File: src/rtl/gates_pkg.sv
// gates_pkg: shared constants for the basic-gates library
package gates_pkg;
  localparam int DEF_CNT_W = 16;
endpackage

File: src/rtl/sat_counter.sv
// sat_counter: activity counter that increments on inc and saturates at all-ones
module sat_counter #(
  parameter int CNT_W = 16
) (
  input  logic             clk,
  input  logic             rst,
  input  logic             inc,
  output logic [CNT_W-1:0] cnt
);
  logic [CNT_W-1:0] cnt_q, cnt_d;
  // next count: hold once all-ones is reached
  always_comb cnt_d = (inc && cnt_q != '1) ? cnt_q + 1'b1 : cnt_q;
  // reset clears the count and takes priority over increments
  always_ff @(posedge clk) cnt_q <= rst ? '0 : cnt_d;
  assign cnt = cnt_q;
endmodule

File: src/rtl/xor_gate_primitive.sv
// xor_gate_primitive: bitwise XOR with registered copy and saturating toggle counter
module xor_gate_primitive
  import gates_pkg::*;
#(
  parameter int WIDTH = 1,
  parameter int CNT_W = DEF_CNT_W
) (
  input  logic             clk,
  input  logic             rst,
  output logic [WIDTH-1:0] out,
  input  logic [WIDTH-1:0] in1,
  input  logic [WIDTH-1:0] in2,
  output logic [WIDTH-1:0] out_q,
  output logic [CNT_W-1:0] tog_cnt
);
  logic [WIDTH-1:0] out_d;
  assign out = in1 ^ in2;
  assign out_d = out;
  // registered copy of the XOR result
  always_ff @(posedge clk) out_q <= rst ? '0 : out_d;
  sat_counter #(.CNT_W(CNT_W)) u_cnt (
    .clk (clk),
    .rst (rst),
    .inc (out_d != out_q),
    .cnt (tog_cnt)
  );
endmodule

File: config.mk
export PLATFORM = sky130hd
export DESIGN_NAME = xor_gate_primitive
export DESIGN_NICKNAME = d
export VERILOG_FILES = /design/src/rtl/gates_pkg.sv /design/src/rtl/sat_counter.sv /design/src/rtl/xor_gate_primitive.sv
export SDC_FILE = /design/constraint.sdc
export NUM_CORES = 1
export LEC_CHECK = 0
export ABC_AREA = 1
export BUFFER_PORTS_ARGS = -buffer_cell sky130_fd_sc_hd__buf_2
export CAP_MARGIN = 0
export CORE_UTILIZATION = 55
export DETAILED_ROUTE_END_ITERATION = 10
export PLACE_DENSITY = 0.85
export SYNTH_ARGS = -nofsm -noshare
export SYNTH_HDL_FRONTEND = slang
export SYNTH_SLANG_ARGS = --single-unit
File: constraint.sdc
create_clock -name clk -period 2.6 [get_ports clk]
set_clock_uncertainty 0.1 [all_clocks]
set_input_delay 0.39 -clock clk [delete_from_list [all_inputs] [get_ports clk]]
set_output_delay 0.39 -clock clk [all_outputs]
set_load 0.02 [all_outputs]
### After elaboration in Yosys (flattened, before gate mapping)

Index checks and enable logic that the tools add are counted.

* add/sub/neg operators: 1
* equality and inequality tests: 2
* bitwise gates (word level): 1
* reductions and logical operators: 1

Operators by type and width (number)
* 16-bit by 1-bit adder with 16-bit output, second input constant: 1
* 16-bit != test, second input constant: 1
* 1-bit logical AND: 1
* 1-bit != test: 1
* 1-bit bitwise XOR: 1

* register bits after elaboration: 17
* input port bits: 4
* output and inout port bits: 18
* word-level logic and storage cells: 7

### Longest topological paths before layout

* depth after elaboration: 3
* gate-level depth with buffers: 10

### By module

From an unflattened synthesis, not the netlist that was laid out.

* cell total of the unflattened synthesis: 162
* area total of the unflattened synthesis: 998.5 µm²

By module, submodules not included
* sat_counter: instances 1, cells an instance 149, area each 929.6 µm², sequential area each 320.3 µm²
* xor_gate_primitive: instances 1, cells an instance 13, area each 68.8 µm², sequential area each 20.0 µm²

### Least setup slack after synthesis

Ideal clock, no wire load.

* path type: register to register
* start point: register u_cnt.cnt_q[1] (netlist: u_cnt.cnt[1])
* end point: register u_cnt.cnt_q[1] (netlist: u_cnt.cnt[1])
* setup time: 0.116 ns
* arrival time: 1.390 ns
* required time: 2.384 ns
* slack: 0.994 ns
* stages on the path, launching flop included: 9
* buffers on the path: 0
* cells stage by stage: dfxtp_1 ha_1 nand3_1 inv_1 nand2_1 nor2_4 nor2_4 nor2_1 nor2_1

* word-level cells in the longest chain between the ends: 2

RTL lines
* start: declaration: line sat_counter.sv:10 `logic [CNT_W-1:0] cnt_q, cnt_d;`
* start signal: assignment: line sat_counter.sv:14 `always_ff @(posedge clk) cnt_q <= rst ? '0 : cnt_d;`
* parallel branches: the longest is 2 deep, another holds 16-bit by 1-bit adder with 16-bit output

Parallel ways; which one is timed is not known.
A chain may end at the register's enable or synchronous reset.

### Worst setup path in the final report

* start point: register u_cnt.cnt_q[1] (netlist: u_cnt.cnt[1])
* end point: register u_cnt.cnt_q[6] (netlist: u_cnt.cnt[6])

The elaborated chain is that of the path after synthesis.

==> results.json <==
{
  "largest_area_contributor_in_the_synthesized_netlist": "sky130_fd_sc_hd__dfxtp_1",
  "die_width_um": 45.35,
  "most_frequent_standard_cell_in_the_layout_excluding_fill_and_tap_cells": "sky130_fd_sc_hd__nand2_1",
  "relative_slew_slack_pct": 75.90,
  "area_growth_syn_to_layout_pct": 13.32,
  "cp_slowest_stage_delay_ps": 420,
  "cap_violations": 0,
  "buffers_inserted_during_post_cts_setup_optimization": 0,
  "ant_nets": 0,
  "dieArea_um2": 2057,
  "postSynthNetCount": 174,
  "hold_path_startpoint": "rst",
  "holdCritPathClass": "in -> reg",
  "synth-seq-cells": 17,
  "post_cts.resized_instances": 0,
  "final_max_slew_viol_count": 0,
  "report.final.setup_viol": 0,
  "grt_start_max_net_pins": 17,
  "grt_pass1_vias": 965,
  "finalInstanceArea_um2": 1171,
  "fin_crit_sh_pct": 72.08,
  "grt_antenna_before_repair": 0,
  "drcViolationCount": 0,
  "r2r_start": "u_cnt.cnt[1]",
  "max_freq_mhz": 533.6,
  "timing.critical_path.mode_cell": "sky130_fd_sc_hd__nand2_1",
  "pin_count": 22,
  "netlist.area_leader.share_pct": 32.93,
  "cts.htree.levels": 1,
  "cts_buffer_depth": 2,
  "routedWlPerCell_um": 10.77,
  "final_net_count": 197,
  "grt_pass1_wl_um": 3857,
  "crit_buf_inv": 0,
  "most-common-layout-cells": "sky130_fd_sc_hd__nand2_1, sky130_fd_sc_hd__nor2_1, sky130_fd_sc_hd__buf_2, sky130_fd_sc_hd__inv_1, sky130_fd_sc_hd__dfxtp_1",
  "drive_above_1_share_pct": 17.28,
  "ys_types": 20,
  "critical_path_class": "reg -> reg",
  "finalNonFillerCells": 216,
  "worstPathRequired_ps": 2720,
  "drt_wl_total_um": 2327,
  "placed_cell_area_um2": 1144,
  "critPathMaxFanout": 11,
  "worst_setup_hold_path_clk_slew_ps": 100,
  "power.density_nw_per_um2": 411.6,
  "seq_area_frac_synth_pct": 32.93,
  "floorplan.initialDensity_pct": 59.21,
  "timing.critical_path.arrival_ps": 2000,
  "gp_routability_congestion": 0.8447,
  "synth.top_cells.by_area": "sky130_fd_sc_hd__dfxtp_1, sky130_fd_sc_hd__nand2_1, sky130_fd_sc_hd__nor2_1",
  "cts_hold_buf": 0,
  "cellLeakagePower_nw": 0.5417,
  "worst-slew-pin-transition_ps": 361.1,
  "start_point_of_the_critical_path": "u_cnt.cnt[1]",
  "tritoncts.num_buffers": 3,
  "timing.critical_path.cells": "ha_1, nand3_1, nor2_2, nand2_1, nand2_1, nand2_1, a21oi_1",
  "grt_setup_unrepaired": "no",
  "sink_count": 17,
  "dpl_cells": 212,
  "setup.worst_path.start_class": "flop",
  "via_count": 1109,
  "hpwlAfterDp_um": 1779,
  "worst_setup_path_end_kind": "flop",
  "ir_worst_vdd_mv": 0.3066,
  "firstDrtPassIters": 4,
  "yosys_warnings": 0,
  "cts_tree": "yes",
  "path_delay_family": "simple AND/OR/NAND/NOR gates",
  "numPortBuffers": 21,
  "final_period_minus_worst_setup_slack_ps": 1874,
  "gr_ovfl_total": 0,
  "standard_cell_row_count": 15,
  "dieHeight_um": 45.35,
  "drt_first_iter_violations": 31,
  "clock_insertion_delay_worst_skew_ps": 300,
  "clock_tree.root_cell": "sky130_fd_sc_hd__clkbuf_4",
  "syn_area_um2": 1033,
  "syn_avg_cell_area_um2": 6.115,
  "grt.total_usage_pct": 25.44,
  "worst_path_max_delay_cell": "sky130_fd_sc_hd__dfxtp_1",
  "core_area_um2": 1745,
  "vias_per_cell": 5.134,
  "postSynthCellCount": 169,
  "result_of_the_run": "finished, final reports clean",
  "hold_violations": 0,
  "antenna-diode-count": 0,
  "tns_ps": 0
}
## cell usage after synthesis, drive strengths merged
master and number:
nand4 6, a21oi 6, o21bai 1, dfxtp 17, o21ai 3, ha 1, nor3 1, nand2 60
xnor2 5, inv 18, buf 2, nor2 40, nand3 6, a31oi 2, clkbuf 1
## worst paths after layout
| check | endpoint | slack [ps] | depth (start not counted) |
|---|---|---|---|
| worst max-delay path | u_cnt.cnt[6] | 730 | 7 |
| worst min-delay path | u_cnt.cnt[5] | 220 | 2 |
| worst max register to register | u_cnt.cnt[6] | 730 | 7 |
| worst min register to register | u_cnt.cnt[8] | 440 | 2 |
## flip-flops by register name, summed over array words and instances (netlist names)
signal,count
u_cnt.cnt,16
out_q,1
## layout make-up
cell class / count / area (um^2)
Sequential cell: 17 / 340.3
Tap cell: 25 / 31.28
Fill cell: 163 / 574.3
Clock inverter: 1 / 5.005
Multi-Input combinational cell: 131 / 599.3
Clock buffer: 3 / 22.52
Timing Repair Buffer: 21 / 105.1
Inverter: 18 / 67.56
## routing by layer
metal	vias to the layer above	share of wire (%)	global-route usage (%)
li1	572	-	-
met1	492	44	31.62
met2	37	49	43.77
met3	8	4.6	2.800
met4	0	2.5	11.52
met5	-	0	0
## cell families (layout without fill, tap and decap cells)
family          Yosys count  count (layout)  synth area share (%)
simple gates            113             113                 46.25
compound gates           12              12                 6.295
xor+xnor                  5               5                 4.237
buf+inv                  21              43                 9.079
fa+ha+maj                 1               1                 1.210
flops                    17              17                 32.93
## per-stage QoR
stage / power (mW) / hold slack, ps / util [%] / setup WS, ps
after floorplan: 0.3246 / 359.1 / - / 993.7
after global placement: 0.3372 / 416.4 / 65.52 / 948.7
after detailed placement: 0.3401 / 423.7 / 65.52 / 797.0
after CTS: 0.4818 / 229.6 / 67.10 / 752.7
after global routing: 0.5013 / 246.1 / 67.10 / 568.3
final: 0.4820 / 224.5 / 67.10 / 725.9
## report_power, final
part | internal, mW | switching (mW) | total [mW]
Combinational | 0.0183 | 0.0430 | 0.0613
Clock | 0.0573 | 0.0903 | 0.148
Sequential | 0.266 | 0.00706 | 0.273
## worst reg2reg max path, cell delays in order (launching register included)
cell	delay (ps)
sky130_fd_sc_hd__dfxtp_1	420
sky130_fd_sc_hd__ha_1	210
sky130_fd_sc_hd__nand3_1	120
sky130_fd_sc_hd__nor2_2	160
sky130_fd_sc_hd__nand2_1	250
sky130_fd_sc_hd__nand2_1	270
sky130_fd_sc_hd__nand2_1	90
sky130_fd_sc_hd__a21oi_1	190
Note: power is estimated with default switching activity, not from simulation.
